`config.mk`:
```
export PLATFORM = sky130hd
export DESIGN_NAME = mio_bus_arbiter
export DESIGN_NICKNAME = d
export VERILOG_FILES = /design/src/rtl/mio_bus_arbiter.sv
export SDC_FILE = /design/constraint.sdc
export NUM_CORES = 1
export LEC_CHECK = 0
export ABC_CLOCK_PERIOD_IN_PS = 3300
export BUFFER_PORTS_ARGS = -buffer_cell sky130_fd_sc_hd__buf_4
export CAP_MARGIN = 20
export CORE_AREA = 2 2 119 121
export DETAILED_ROUTE_END_ITERATION = 16
export DIE_AREA = 0 0 121 123
export PLACE_DENSITY = 0.8
export SLEW_MARGIN = 20
export SYNTH_ARGS = -nofsm -noshare
export SYNTH_HDL_FRONTEND = slang
export SYNTH_SLANG_ARGS = --single-unit
```
`constraint.sdc`:
```
create_clock -name clk -period 3.3 [get_ports clk]
set_input_delay 0.165 -clock clk [delete_from_list [all_inputs] [get_ports clk]]
set_output_delay 0.165 -clock clk [all_outputs]
set_load 0.05 [all_outputs]
```
`src/rtl/mio_bus_arbiter.sv`:
```
// Two-master arbiter for the shared memory/IO bus: grants one master at a time,
// holds the latched request on the slave port until s_ready or timeout, and returns a ready pulse.
module mio_bus_arbiter #(
  parameter int AW         = 32,
  parameter int DW         = 32,
  parameter bit FIXED_PRIO = 1'b0,
  parameter int TIMEOUT    = 16
) (
  input  logic          clk,
  input  logic          reset,
  input  logic          m0_req,
  input  logic          m0_we,
  input  logic [AW-1:0] m0_addr,
  input  logic [DW-1:0] m0_wdata,
  output logic [DW-1:0] m0_rdata,
  output logic          m0_ready,
  output logic          m0_err,
  input  logic          m1_req,
  input  logic          m1_we,
  input  logic [AW-1:0] m1_addr,
  input  logic [DW-1:0] m1_wdata,
  output logic [DW-1:0] m1_rdata,
  output logic          m1_ready,
  output logic          m1_err,
  output logic          s_req,
  output logic          s_we,
  output logic          mem_w,
  output logic [AW-1:0] s_addr,
  output logic [DW-1:0] s_wdata,
  input  logic [DW-1:0] s_rdata,
  input  logic          s_ready,
  output logic [1:0]    grant,
  output logic [1:0]    state
);

  // Handshake: a master holds req until its one-cycle ready; ready with err=1 marks a timeout.
  // The slave side holds s_req with stable we/addr/wdata until s_ready is sampled high.
  typedef enum logic [1:0] {IDLE = 2'd0, BUSY0 = 2'd1, BUSY1 = 2'd2} state_t;

  localparam int CW = (TIMEOUT > 0) ? $clog2(TIMEOUT + 1) : 1;
  localparam logic [CW-1:0] CNT_LAST = CW'(TIMEOUT - 1);
  localparam logic [CW-1:0] CNT_MAX  = {CW{1'b1}};

  state_t          state_q, state_d;
  logic [CW-1:0]   cnt_q, cnt_d;
  logic            last_q, last_d;     // 1 = M1 was served last
  logic            s_req_d, s_we_d;
  logic [AW-1:0]   s_addr_d;
  logic [DW-1:0]   s_wdata_d;
  logic [1:0]      grant_d;
  logic [DW-1:0]   m0_rdata_d, m1_rdata_d;
  logic            m0_ready_d, m1_ready_d, m0_err_d, m1_err_d;
  logic            elig0, elig1, pick1, sel1;

  assign state = state_q;

  always_comb begin
    state_d    = state_q;
    cnt_d      = cnt_q;
    last_d     = last_q;
    s_req_d    = s_req;
    s_we_d     = s_we;
    s_addr_d   = s_addr;
    s_wdata_d  = s_wdata;
    grant_d    = grant;
    m0_rdata_d = m0_rdata;
    m1_rdata_d = m1_rdata;
    m0_ready_d = 1'b0;
    m1_ready_d = 1'b0;
    m0_err_d   = 1'b0;
    m1_err_d   = 1'b0;
    // A master whose ready is high is about to drop req, so it must not be re-granted.
    elig0 = m0_req & ~m0_ready;
    elig1 = m1_req & ~m1_ready;
    pick1 = elig1 & (~elig0 | (!FIXED_PRIO && !last_q));
    sel1  = (state_q == BUSY1);

    case (state_q)
      IDLE: begin
        if (elig0 || elig1) begin
          s_req_d   = 1'b1;
          s_we_d    = pick1 ? m1_we : m0_we;
          s_addr_d  = pick1 ? m1_addr : m0_addr;
          s_wdata_d = pick1 ? m1_wdata : m0_wdata;
          grant_d   = pick1 ? 2'b10 : 2'b01;
          state_d   = pick1 ? BUSY1 : BUSY0;
          cnt_d     = '0;
        end
      end
      BUSY0, BUSY1: begin
        if (s_ready || (TIMEOUT != 0 && cnt_q == CNT_LAST)) begin
          if (sel1) begin
            m1_ready_d = 1'b1;
            m1_err_d   = ~s_ready;
            m1_rdata_d = (s_ready && !s_we) ? s_rdata : '0;
          end else begin
            m0_ready_d = 1'b1;
            m0_err_d   = ~s_ready;
            m0_rdata_d = (s_ready && !s_we) ? s_rdata : '0;
          end
          s_req_d = 1'b0;
          s_we_d  = 1'b0;
          grant_d = 2'b00;
          last_d  = sel1;
          state_d = IDLE;
        end else if (cnt_q != CNT_MAX) begin
          cnt_d = cnt_q + 1'b1;
        end
      end
      default: state_d = IDLE;
    endcase
  end

  always_ff @(posedge clk) begin
    if (reset) begin
      state_q  <= IDLE;
      cnt_q    <= '0;
      last_q   <= 1'b1;
      s_req    <= 1'b0;
      s_we     <= 1'b0;
      mem_w    <= 1'b0;
      s_addr   <= '0;
      s_wdata  <= '0;
      grant    <= 2'b00;
      m0_rdata <= '0;
      m1_rdata <= '0;
      m0_ready <= 1'b0;
      m1_ready <= 1'b0;
      m0_err   <= 1'b0;
      m1_err   <= 1'b0;
    end else begin
      state_q  <= state_d;
      cnt_q    <= cnt_d;
      last_q   <= last_d;
      s_req    <= s_req_d;
      s_we     <= s_we_d;
      mem_w    <= s_req_d & s_we_d;
      s_addr   <= s_addr_d;
      s_wdata  <= s_wdata_d;
      grant    <= grant_d;
      m0_rdata <= m0_rdata_d;
      m1_rdata <= m1_rdata_d;
      m0_ready <= m0_ready_d;
      m1_ready <= m1_ready_d;
      m0_err   <= m0_err_d;
      m1_err   <= m1_err_d;
    end
  end

endmodule

```
==> flow_metrics.tcl <==
set metrics [dict create \
    crit_end "m1_rdata[12]$_SDFFE_PP0P_" \
    io_buffers 305 \
    critPathKind "reg2reg" \
    ctsResizeCount 0 \
    drive_above_1_share_pct 43.1 \
    worst_hold_slack_ns 0.0255 \
    endpoint_kind "flip-flop" \
    cts_buffer_depth 2 \
    cts_setup_buffers 0 \
    synth_warnings 0 \
    final_nets 1142 \
    vias_per_cell 5.31 \
    grt_max_degree 68 \
    ioPinCount 306 \
    final_cell_mix "buf_4, nand2_1, dfxtp_1, nor2_1, a311oi_2" \
    antenna_found_initial 0 \
    synthFlopType "dfxtp_1" \
    r2r-end "m1_rdata[12]$_SDFFE_PP0P_" \
    ant_nets 0 \
    num_rows 43 \
    outcome "complete, no violations" \
    h-tree-depth 4 \
    finalSetupViolCount 0 \
    r2r_setup_slack_ns 1.07 \
    cts_tree "yes" \
    ys_async_sr_fraction_pct 0 \
    reg2reg_depth 7 \
    synth_cells 665 \
    hp-class "in2reg" \
    initial_core_util_pct 46.2 \
    cp.arrival_ns 2.57 \
    max_slew_margin_pct 38.5 \
    drc 0 \
    area_delta_synth_final_pct 50.9 \
    totalPowerFinal_uw 5800 \
    crit_fanout 23 \
    design_area_sq_mm 0.00948 \
    grt_usage_pct 25.1 \
    hpwl_um 13100 \
    drt_iter0_drc 430 \
    synthDistinctLibCells 44 \
    power_frac_seq_pct 34.7 \
    grt_pass1_vias 5817 \
    cts.sinks 145 \
    gr-total-overflow 0 \
    synth_top_area_share_pct 46.2 \
    wl_um 19600 \
    die_h_um 123 \
    vias 6174 \
    crit-reg2reg-launch "cnt_q[0]$_SDFFE_PP0P_" \
    layout_commonest_cell "buf_4" \
    synth_top_cell_by_area "dfxtp_1" \
    rsz0062_at_grt "no" \
    drv_cap 0 \
    start_kind "flip-flop" \
    diodes 0 \
    cts.clk_slew.worst_paths_ns 0.06 \
    syn_area_sq_mm 0.00628 \
    p_int_uw 3760 \
    core-area_sq_mm 0.0136 \
    powerDensity_mw_per_mm2 611 \
    combPwrFrac_pct 31.2 \
    synth_area_leaders "dfxtp_1, a311oi_2, nand2_1" \
    drt-pass1-iter-count 4 \
    final-hold-violation-count 0 \
    dieArea_sq_mm 0.0149 \
    root_buffer "clkbuf_16" \
    yosysSeqAreaShare_pct 46.2 \
    clock_latency_ns 0.41 \
    sw_frac_of_total_pct 35.1 \
    syn-mean-instance-area_sq_um 9.45 \
    drv_slew 0 \
    gp_congestion 0.781 \
    p_clk_share_pct 34.0 \
    synth_edf_count 0 \
    place_area_sq_mm 0.00857 \
    wl_per_cell_um 16.9 \
    fmax_mhz 448 \
    crit_start "cnt_q[0]$_SDFFE_PP0P_" \
    period_share_pct 67.7 \
    vdd_drop_max_uv 350 \
    leakage_uw 0.00414 \
    period_needed_ns 2.23 \
    die_w_um 121 \
    ys_ff_latch 145 \
    final_core_util_pct 69.7 \
    fin_skew_ns 0.00586 \
    cp.required_ns 3.64 \
    grt_first_pass_wirelength_um 29300 \
    synth_fp_nets 838 \
    numCtsBuffers 17 \
    tightest_slew_ns 0.922 \
    finalSetupTns_ns 0 \
    switchingPower_uw 2030 \
    fill_cells 1029 \
]
[per-layer routing]
metal	part of all wire, %	GRT usage [%]	vias to the layer above
met2	52	44.9	248
met5	0	0	-
met3	8.0	8.49	34
li1	-	-	2979
met4	2.3	9.96	0
met1	37	27.4	2913
[sequential cells by signal (all words and copies together), names as in the netlist]
| name | cells |
|---|---|
| m0_rdata | 32 |
| m1_rdata | 32 |
| s_addr | 32 |
| s_wdata | 32 |
| cnt_q | 5 |
| grant | 2 |
| state | 2 |
| last_q | 1 |
| m0_err | 1 |
| m0_ready | 1 |
| m1_err | 1 |
| m1_ready | 1 |
| mem_w | 1 |
| s_req | 1 |
| s_we | 1 |
[power by group through the flow]
stage	Sequential (uW)	Clock [uW]	Combinational [uW]
4_1_cts	2010	2000	1820
5_1_grt	2030	2090	1910
6_report	2010	1970	1810
3_5_place_dp	2050	0	1780
3_3_place_gp	2040	0	1760
2_1_floorplan	2590	0	719
[what timing repair did]
action / in CTS / in global routing
hold buffers: 31 / 0
endpoints found under the setup margin: 0 / 0
endpoints found under the hold margin: 35 / 0
[metrics by stage]
| step | setup slack, ns | cells |
|---|---|---|
| final | 1.07 | 1162 |
| after global routing | 0.987 | 1162 |
| after CTS | 1.11 | 1162 |
| after detailed placement | 1.13 | 1099 |
| after global placement | 1.20 | 1099 |
| after floorplan | 1.20 | 665 |
[worst max-delay path, stage by stage (launching register included)]
cell	delay [ns]
dfxtp_1	0.33
ha_1	0.21
and3_1	0.20
ha_1	0.23
o21a_1	0.22
a21oi_2	0.52
buf_12	0.25
a32o_1	0.19
[cell families (layout without fill, tap and decap cells)]
group                    Yosys count  count (layout)  synth area share, %
AND/OR/NAND/NOR                  292             292                 19.6
multiplexers                       2               2                0.319
adder cells (fa/ha/maj)            6               6                 1.19
flip-flops                       145             145                 46.2
AO/OA/AOI/OAI                    152             152                 26.1
buffers and inverters             68             385                 6.59
[synth_stat cells, types with 2 or more instances]
master and count:
a21oi_1 35, a21oi_2 2, a311oi_2 64, a32o_1 34, a32oi_1 2, buf_2 30, buf_6 10, clkbuf_1 15
clkbuf_4 4, dfxtp_1 145, ha_1 6, inv_1 4, mux2i_1 2, nand2_1 164, nand2b_1 5, nand3_1 33
nand3b_1 5, nor2_1 70, nor2b_1 4, nor2b_4 2, o21a_1 3, o21ai_1 2, or3b_1 3
[worst min-delay path by stage]
stage / depth (start not counted) / slack, ns / end / from
global placement: 2 / 0.40 / m1_err$_SDFF_PP0_ / s_ready
floorplan: 1 / 0.24 / m1_err$_SDFF_PP0_ / s_ready
global route: 2 / 0.03 / m1_rdata[15]$_SDFFE_PP0P_ / s_rdata[15]
detailed placement: 2 / 0.41 / m1_err$_SDFF_PP0_ / s_ready
CTS: 2 / 0.006 / m1_rdata[2]$_SDFFE_PP0P_ / s_rdata[2]
finish: 2 / 0.03 / m1_rdata[2]$_SDFFE_PP0P_ / s_rdata[2]
[final cells by class]
| class | instances | area (sq um) | area share [%] |
|---|---|---|---|
| clock buffers | 20 | 447 | 4.71 |
| clock inverters | 12 | 156 | 1.65 |
| inverters | 5 | 18.8 | 0.198 |
| multi-input cells | 452 | 2990 | 31.6 |
| flip-flops and latches | 145 | 2900 | 30.6 |
| well taps | 180 | 225 | 2.38 |
| repair buffers | 348 | 2740 | 28.9 |
Power figures use the tool's default switching activity.
